### src/rtl/iter_divider_if.sv
// Handshake and result bundle between the divider and its requester.
// The requester drives start/operands/mode; the divider drives status and results.
`timescale 1ns/1ps
interface iter_divider_if #(
  parameter int DATA_WIDTH = 32
);
  logic                  start;
  logic [DATA_WIDTH-1:0] operand_a;
  logic [DATA_WIDTH-1:0] operand_b;
  logic                  unsigned_div;
  logic                  busy;
  logic                  done;
  logic [DATA_WIDTH-1:0] out_lo;
  logic [DATA_WIDTH-1:0] out_hi;
  logic                  div_by_zero;

  modport master (
    output start, operand_a, operand_b, unsigned_div,
    input  busy, done, out_lo, out_hi, div_by_zero
  );

  modport slave (
    input  start, operand_a, operand_b, unsigned_div,
    output busy, done, out_lo, out_hi, div_by_zero
  );
endinterface

### src/rtl/iter_divider.sv
// Multi-cycle restoring divider for DIV/DIVU: one quotient bit per cycle,
// sign fix-up in a final cycle, fixed 33-cycle latency from accept to done.
`timescale 1ns/1ps
module iter_divider #(
  parameter int DATA_WIDTH = 32  // only 32 is supported
) (
  input  logic         clk,
  input  logic         rst,
  iter_divider_if.slave bus
);
  localparam int W = DATA_WIDTH;

  typedef enum logic [1:0] {
    S_IDLE,
    S_CALC,
    S_FIX,
    S_DONE
  } state_t;

  state_t         state;
  state_t         state_nxt;

  logic [W-1:0]   rem;
  logic [W-1:0]   quo;
  logic [W-1:0]   divisor;
  logic [W-1:0]   dividend_raw;
  logic           quo_neg;
  logic           rem_neg;
  logic [4:0]     cnt;

  logic [W-1:0]   a_mag;
  logic [W-1:0]   b_mag;
  logic [W:0]     trial_rem;
  logic [W:0]     trial_diff;
  logic [W-1:0]   quo_fixed;
  logic [W-1:0]   rem_fixed;
  logic           divisor_zero;

  // ---------------------------------------------------------------- FSM
  // NOTE: sequential state uses non-blocking assignments so every flop
  // samples the pre-edge value of every other flop.
  always_ff @(posedge clk) begin
    if (rst) state <= S_IDLE;
    else     state <= state_nxt;
  end

  // NOTE: defaults first in every always_comb so no path leaves a signal
  // unassigned and infers a latch.
  always_comb begin
    state_nxt = state;
    unique case (state)
      S_IDLE: if (bus.start) state_nxt = S_CALC;
      S_CALC: if (cnt == 5'd0) state_nxt = S_FIX;
      S_FIX:  state_nxt = S_DONE;
      S_DONE: state_nxt = S_IDLE;
      default: state_nxt = S_IDLE;
    endcase
  end

  always_comb begin
    bus.busy = 1'b0;
    bus.done = 1'b0;
    unique case (state)
      S_CALC, S_FIX: bus.busy = 1'b1;
      S_DONE:        bus.done = 1'b1;
      default: ;
    endcase
  end

  // ----------------------------------------------------------- datapath
  // Negating 0x80000000 yields 0x80000000, which is the correct magnitude
  // when read as unsigned.
  always_comb begin
    a_mag = bus.operand_a;
    b_mag = bus.operand_b;
    if (!bus.unsigned_div) begin
      if (bus.operand_a[W-1]) a_mag = -bus.operand_a;
      if (bus.operand_b[W-1]) b_mag = -bus.operand_b;
    end
  end

  // The partial remainder is always below the divisor, so the shifted value
  // fits in W+1 bits and the borrow bit alone decides restore vs keep.
  assign trial_rem    = {rem, quo[W-1]};
  assign trial_diff   = trial_rem - {1'b0, divisor};
  assign quo_fixed    = quo_neg ? -quo : quo;
  assign rem_fixed    = rem_neg ? -rem : rem;
  assign divisor_zero = (divisor == '0);

  always_ff @(posedge clk) begin
    if (rst) begin
      rem             <= '0;
      quo             <= '0;
      divisor         <= '0;
      dividend_raw    <= '0;
      quo_neg         <= 1'b0;
      rem_neg         <= 1'b0;
      cnt             <= 5'd0;
      bus.out_lo      <= '0;
      bus.out_hi      <= '0;
      bus.div_by_zero <= 1'b0;
    end else begin
      unique case (state)
        S_IDLE: begin
          if (bus.start) begin
            rem          <= '0;
            quo          <= a_mag;
            divisor      <= b_mag;
            dividend_raw <= bus.operand_a;
            quo_neg      <= !bus.unsigned_div && (bus.operand_a[W-1] ^ bus.operand_b[W-1]);
            rem_neg      <= !bus.unsigned_div && bus.operand_a[W-1];
            cnt          <= 5'd31;
          end
        end
        S_CALC: begin
          if (!trial_diff[W]) begin
            rem <= trial_diff[W-1:0];
            quo <= {quo[W-2:0], 1'b1};
          end else begin
            rem <= trial_rem[W-1:0];
            quo <= {quo[W-2:0], 1'b0};
          end
          cnt <= cnt - 5'd1;
        end
        S_FIX: begin
          // A zero divisor overrides the iterated result in both modes.
          if (divisor_zero) begin
            bus.out_lo      <= '1;
            bus.out_hi      <= dividend_raw;
            bus.div_by_zero <= 1'b1;
          end else begin
            bus.out_lo      <= quo_fixed;
            bus.out_hi      <= rem_fixed;
            bus.div_by_zero <= 1'b0;
          end
        end
        default: ;
      endcase
    end
  end
endmodule
### src/flat_wrapper.sv
// flat-port wrapper written by rule: the top's interface ports become plain ports
module iter_divider_flat 
#(
  parameter int DATA_WIDTH = 32                         
)
  (clk, rst, bus_start, bus_operand_a, bus_operand_b, bus_unsigned_div, bus_busy, bus_done, bus_out_lo, bus_out_hi, bus_div_by_zero);
  iter_divider_if #(.DATA_WIDTH(DATA_WIDTH)) bus_i ();
  input  logic clk;
  input  logic rst;
  input wire logic [$bits(bus_i.start)-1:0] bus_start;
  input wire logic [$bits(bus_i.operand_a)-1:0] bus_operand_a;
  input wire logic [$bits(bus_i.operand_b)-1:0] bus_operand_b;
  input wire logic [$bits(bus_i.unsigned_div)-1:0] bus_unsigned_div;
  output wire logic [$bits(bus_i.busy)-1:0] bus_busy;
  output wire logic [$bits(bus_i.done)-1:0] bus_done;
  output wire logic [$bits(bus_i.out_lo)-1:0] bus_out_lo;
  output wire logic [$bits(bus_i.out_hi)-1:0] bus_out_hi;
  output wire logic [$bits(bus_i.div_by_zero)-1:0] bus_div_by_zero;
  assign bus_i.start = bus_start;
  assign bus_i.operand_a = bus_operand_a;
  assign bus_i.operand_b = bus_operand_b;
  assign bus_i.unsigned_div = bus_unsigned_div;
  assign bus_busy = bus_i.busy;
  assign bus_done = bus_i.done;
  assign bus_out_lo = bus_i.out_lo;
  assign bus_out_hi = bus_i.out_hi;
  assign bus_div_by_zero = bus_i.div_by_zero;
  iter_divider #(.DATA_WIDTH(DATA_WIDTH)) u_core (.clk(clk), .rst(rst), .bus(bus_i));
endmodule
### config.mk
export PLATFORM = sky130hd
export DESIGN_NAME = iter_divider_flat
export DESIGN_NICKNAME = d
export VERILOG_FILES = /design/src/rtl/iter_divider_if.sv /design/src/rtl/iter_divider.sv /design/src/flat_wrapper.sv
export SDC_FILE = /design/constraint.sdc
export NUM_CORES = 1
export LEC_CHECK = 0
export ABC_CLOCK_PERIOD_IN_PS = 7800
export CAP_MARGIN = 25
export CORE_ASPECT_RATIO = 1.75
export CORE_MARGIN = 10
export CORE_UTILIZATION = 47
export DETAILED_ROUTE_END_ITERATION = 16
export MAX_ROUTING_LAYER = met4
export PLACE_DENSITY = 0.78
export RECOVER_POWER = 25
export SETUP_SLACK_MARGIN = 0.4
export SLEW_MARGIN = 20
export SYNTH_ARGS = -nofsm -noshare
export SYNTH_HDL_FRONTEND = slang
export SYNTH_SLANG_ARGS = --single-unit
### constraint.sdc
create_clock -name clk -period 7.8 [get_ports clk]
set_input_delay 1.95 -clock clk [delete_from_list [all_inputs] [get_ports clk]]
set_output_delay 1.95 -clock clk [all_outputs]
set_load 0.005 [all_outputs]
Yosys cells after proc, flatten, opt, wreduce, memory -nomap -nowiden
Cells that the tools add are included.
W data, S select, Z words.
- input port bits: 68
- logic and storage cells: 56
- bits in registers: 202
- output and inout port bits: 67
- bitwise operators: 1
- equality and inequality tests: 5
- reduce and logical (&&, ||, !) cells: 11
- mux-type cells: 22
- add/subtract/negate cells: 6
- operator list (cell ; number):
    $mux W32 ; 11
    $neg A32 Y32 ; 4
    $pmux W32 S2 ; 2
    $sub A33 B32 Y33 ; 1
    $logic_not A32 Y1 ; 1
    $pmux W5 S2 ; 1
    $pmux W2 S4 ; 1
    $reduce_and A2 Y1 ; 3
    $logic_not A5 Y1 ; 1
    $mux W5 ; 1
    $sub A5 B1 Y5 const B ; 1
    $eq A2 B2 Y1 const B ; 2
    $mux W1 ; 4
    $mux W2 ; 2
    $eq A2 B1 Y1 const B ; 1
    $logic_and A1 B1 Y1 ; 2
    $logic_not A2 Y1 ; 1
    $ne A2 B1 Y1 const B ; 1
    $ne A2 B2 Y1 const B ; 1
    $reduce_bool A2 Y1 ; 1
    $reduce_or A2 Y1 ; 1
    $logic_not A1 Y1 ; 1
    $xor A1 B1 Y1 ; 1

Longest topological paths before layout
- depth in word-level cells: 5
- depth in mapped cells: 12
- mapped depth without buffers: 11

Worst setup path after synthesis
OpenSTA, ideal clock, no wires.
- path type: input-to-reg
- from: in bus_operand_b[0]
- to: reg u_core.divisor[29]
- data required time: 7.714 ns
- buffers on the path: 0
- data arrival time: 4.316 ns
- library setup time: 0.086 ns
- setup slack: 3.398 ns
- stages on the path: 7
- path through: or4_4 or4b_4 nand3b_4 or4_4 o41ai_2 xor2_1 a211oi_1
- longest elaborated chain between the ends: 3
- RTL lines (item ; line ; text):
    start: declaration ; flat_wrapper.sv:12 ; input wire logic [$bits(bus_i.operand_b)-1:0] bus_operand_b;
    $neg A32 Y32 ; iter_divider.sv:78 ; if (bus.operand_b[W-1]) b_mag = -bus.operand_b;
    $mux W32 ; iter_divider.sv:78 ;
    $mux W32 ; iter_divider.sv:76 ; if (!bus.unsigned_div) begin
    end signal: assignment ; iter_divider.sv:108 ; divisor <= b_mag;
    end: declaration ; iter_divider.sv:25 ; logic [W-1:0] divisor;
No other way between the ends.
A chain may end at the register's enable or synchronous reset.

Worst setup path after layout
- from: in bus_start
- to: reg u_core.rem[10]
- longest elaborated chain between the ends: 2
- RTL lines (item ; line ; text):
    start: declaration ; flat_wrapper.sv:10 ; input wire logic [$bits(bus_i.start)-1:0] bus_start;
    $ne A2 B2 Y1 (no source line) ; -- ;
    $reduce_and A2 Y1 (no source line) ; -- ;
    end signal: assignment ; iter_divider.sv:117 ; rem <= trial_diff[W-1:0];
    end signal: assignment ; iter_divider.sv:120 ; rem <= trial_rem[W-1:0];
    end: declaration ; iter_divider.sv:23 ; logic [W-1:0] rem;
No other way between the ends.

==> impl_metrics.toml <==
[synthesis]
synth_seq_cells = 202
syn_nets = 1721
synthArstFlopShare = 0
syn-cell-area_um2 = 12600
synthTopCellsByArea = "dfxtp_1, nand2_1, xor2_1"
yosysSeqAreaShare = 0.322
synthFlopType = "dfxtp_1"
yosys_warnings = 0
synth_edf_count = 0
yosysMostFrequentCell = "nand2_1"
yosysUniqueCellTypes = 73
synth_top_area_frac = 0.322
postSynthCellCount = 1610
synth_common_cells = "nand2_1, dfxtp_1, nor2_1"
yosysTopAreaCell = "dfxtp_1"
syn_avg_cell_area_um2 = 7.80

[detailed_routing]
drt-initial-drc-count = 836
viasPerCell = 6.16
avgRoutedWirePerCell_um = 19.5
wl_mm = 39.2
route.detailed.drc = 0
vias = 12400
drtAntennaViolNets = 0
dr.pass1.iters = 7

[status]
violations = "capacitance limit, slew limit"
status = "finished with violations"

[worst_setup_path]
slowest_stage = "clkbuf_1"
cpPeakStageDelay_ns = 1.30
worstPathArrival_ns = 5.70
path_class = "input port to register"
critPathLaunchType = "input port"
cp_max_fo = 40
worstPathRequired_ns = 8.24
crit_path_end_kind = "register"
path_cells = "dlygate4sd3_1, nand2_1, clkbuf_1, o21ai_0, nor2_2, buf_4, a221o_1"

[place]
numPortBuffers = 134
dp_hpwl_mm = 29.7
dpl_worst_slack_ns = 2.46
placed_area_um2 = 14000
place_congestion = 0.972

[clock_network]
hold_buffers = 0
clock_latency_ns = 0.52
cts_max_path_buffers = 3
cts_setup_buffers = 0
htreeDepth = 1
cts-root-buf = "clkbuf_16"
cts_tree = "yes"
clkTransAtPathRegs_ns = 0.06
cts_resized = 0
cts_buffers = 20
clock-sinks = 202

[worst_hold_path]
hold_class = "register to register"

[sta]
drv_slew = 41
whs_ns = 0.457
setup_viol = 0
setup_tns_ns = 0
hold_viol = 0
worst_pin_slew_ns = 1.82
max_freq_ghz = 0.190
worst_slack_ns = 2.54
fin_crit_sh = 0.674
rsz0062_at_grt = "no"
finalClockSkew_ns = 0.0293
slew_headroom = -0.211
fin_crit_ns = 5.26

[die]
start_util = 0.474
die_area_um2 = 33900
top_level_ports = 135
dieHeight_um = 236
rows = 79
core_area_um2 = 26500
die_w_um = 144

[grt]
antenna_found_initial = 0
track_usage = 0.226
grt_max_degree = 98
grt_pass1_wl_mm = 60.9
grt_pass1_vias = 11900
overflow = 0

[power_and_ir_drop]
vdd_drop_max_mv = 0.184
p_per_area_nw_per_um2 = 283
leakagePower_uw = 0.00556

[final_layout]
fillers = 2442
design_area_um2 = 14700
drive_above_1_share = 0.0463
layout.nets = 1783
areaGrowthSynthToFinish_pct = 16.7
antenna_cells = 0

[flow_run]
max-cap-violations = 1
[registers in the layout, indices dropped and copies added (netlist names)]
register / flops
u_core.dividend_raw: 32
u_core.bus.div_by_zero: 1
u_core.bus.out_hi: 32
u_core.state: 2
u_core.quo_neg: 1
u_core.divisor: 32
u_core.rem: 32
u_core.bus.out_lo: 32
u_core.quo: 32
u_core.cnt: 5
u_core.rem_neg: 1
[placed cells by master (no fill, tap or decap), types with 9 or more instances in the layout]
| cell | netlist | routed |
|---|---|---|
| dfxtp_1 | 202 | 202 |
| or4_1 | 18 | 18 |
| nor4_1 | 20 | 21 |
| a211oi_1 | 38 | 38 |
| o41ai_1 | 17 | 17 |
| a21o_1 | 19 | 19 |
| a222oi_1 | 23 | 23 |
| xor2_1 | 86 | 86 |
| a31oi_1 | 15 | 15 |
| a21oi_1 | 117 | 117 |
| o31ai_1 | 31 | 32 |
| o22ai_1 | 20 | 20 |
| nor3_1 | 17 | 17 |
| ha_1 | 42 | 41 |
| o21ai_0 | 72 | 73 |
| nand3_1 | 23 | 23 |
| or3_1 | 9 | 9 |
| inv_1 | 60 | 60 |
| o211ai_1 | 40 | 40 |
| nor2b_1 | 9 | 9 |
| a221o_1 | 9 | 9 |
| buf_4 | 2 | 15 |
| nand2b_1 | 16 | 16 |
| clkdlybuf4s50_1 | 0 | 123 |
| xnor2_1 | 58 | 58 |
| nand4_1 | 21 | 21 |
| nor2_1 | 172 | 169 |
| a311oi_1 | 20 | 20 |
| clkbuf_16 | 0 | 20 |
| dlygate4sd3_1 | 0 | 10 |
| mux2i_1 | 24 | 24 |
| nand2_1 | 213 | 213 |
[worst paths after layout]
kind / startpoint / to / slack, ns / depth (start not counted)
worst max-delay path: bus_start / u_core.rem[10] / 2.54 / 7
worst min-delay path: u_core.dividend_raw[24] / u_core.dividend_raw[24] / 0.46 / 2
worst max register to register: u_core.quo[31] / u_core.rem[28] / 3.69 / 11
worst min register to register: u_core.dividend_raw[24] / u_core.dividend_raw[24] / 0.46 / 2
[per-layer routing]
metal | up-vias | GRT usage | part of all wire | wire length [um]
met3 | 139 | 0.0213 | 0.046 | 1790
met2 | 393 | 0.421 | 0.54 | 21000
met4 | 0 | 0.144 | 0.063 | 2480
met5 | - | - | 0 | 0
met1 | 5895 | 0.213 | 0.35 | 13900
li1 | 5955 | - | - | -
[through the flow]
stage	power, uW	util	std cells
2_1_floorplan	2580	-	1610
3_3_place_gp	3130	0.528	1974
3_5_place_dp	3170	0.528	1974
4_1_cts	4160	0.554	2010
5_1_grt	4390	0.553	2010
6_report	4150	0.553	2010
[cell families (layout without fill, tap and decap cells)]
group,after synthesis,count (layout),share of synthesized area
AO/OA/AOI/OAI,463,463,0.251
XOR/XNOR,144,144,0.100
adder cells (fa/ha/maj),43,43,0.0435
buffers and inverters,169,245,0.0531
flip-flops,202,202,0.322
multiplexers,24,24,0.0191
AND/OR/NAND/NOR,565,565,0.211
[final cells by class]
type,instances,area [um^2],area share
Clock buffer,30,608,0.0415
Timing Repair Buffer,149,1450,0.0988
Sequential cell,202,4040,0.276
Inverter,60,225,0.0154
Multi-Input combinational cell,1239,7850,0.536
Clock inverter,6,70.1,0.00478
Tap cell,324,405,0.0277
[power breakdown]
group | leakage, uW | internal (uW) | switching, uW | total [uW]
sequential | 0.00165 | 1240 | 187 | 1430
clock | 0.000337 | 575 | 421 | 996
combinational | 0.00357 | 701 | 1020 | 1720
total | 0.00556 | 2520 | 1630 | 4150
[worst max-delay path: cells and delay by family]
| kind | cells | cell delay (ns) |
|---|---|---|
| simple gates | 2 | 0.39 |
| compound gates | 2 | 1.07 |
| buf+inv | 3 | 2.26 |
Power figures use the tool's default switching activity.
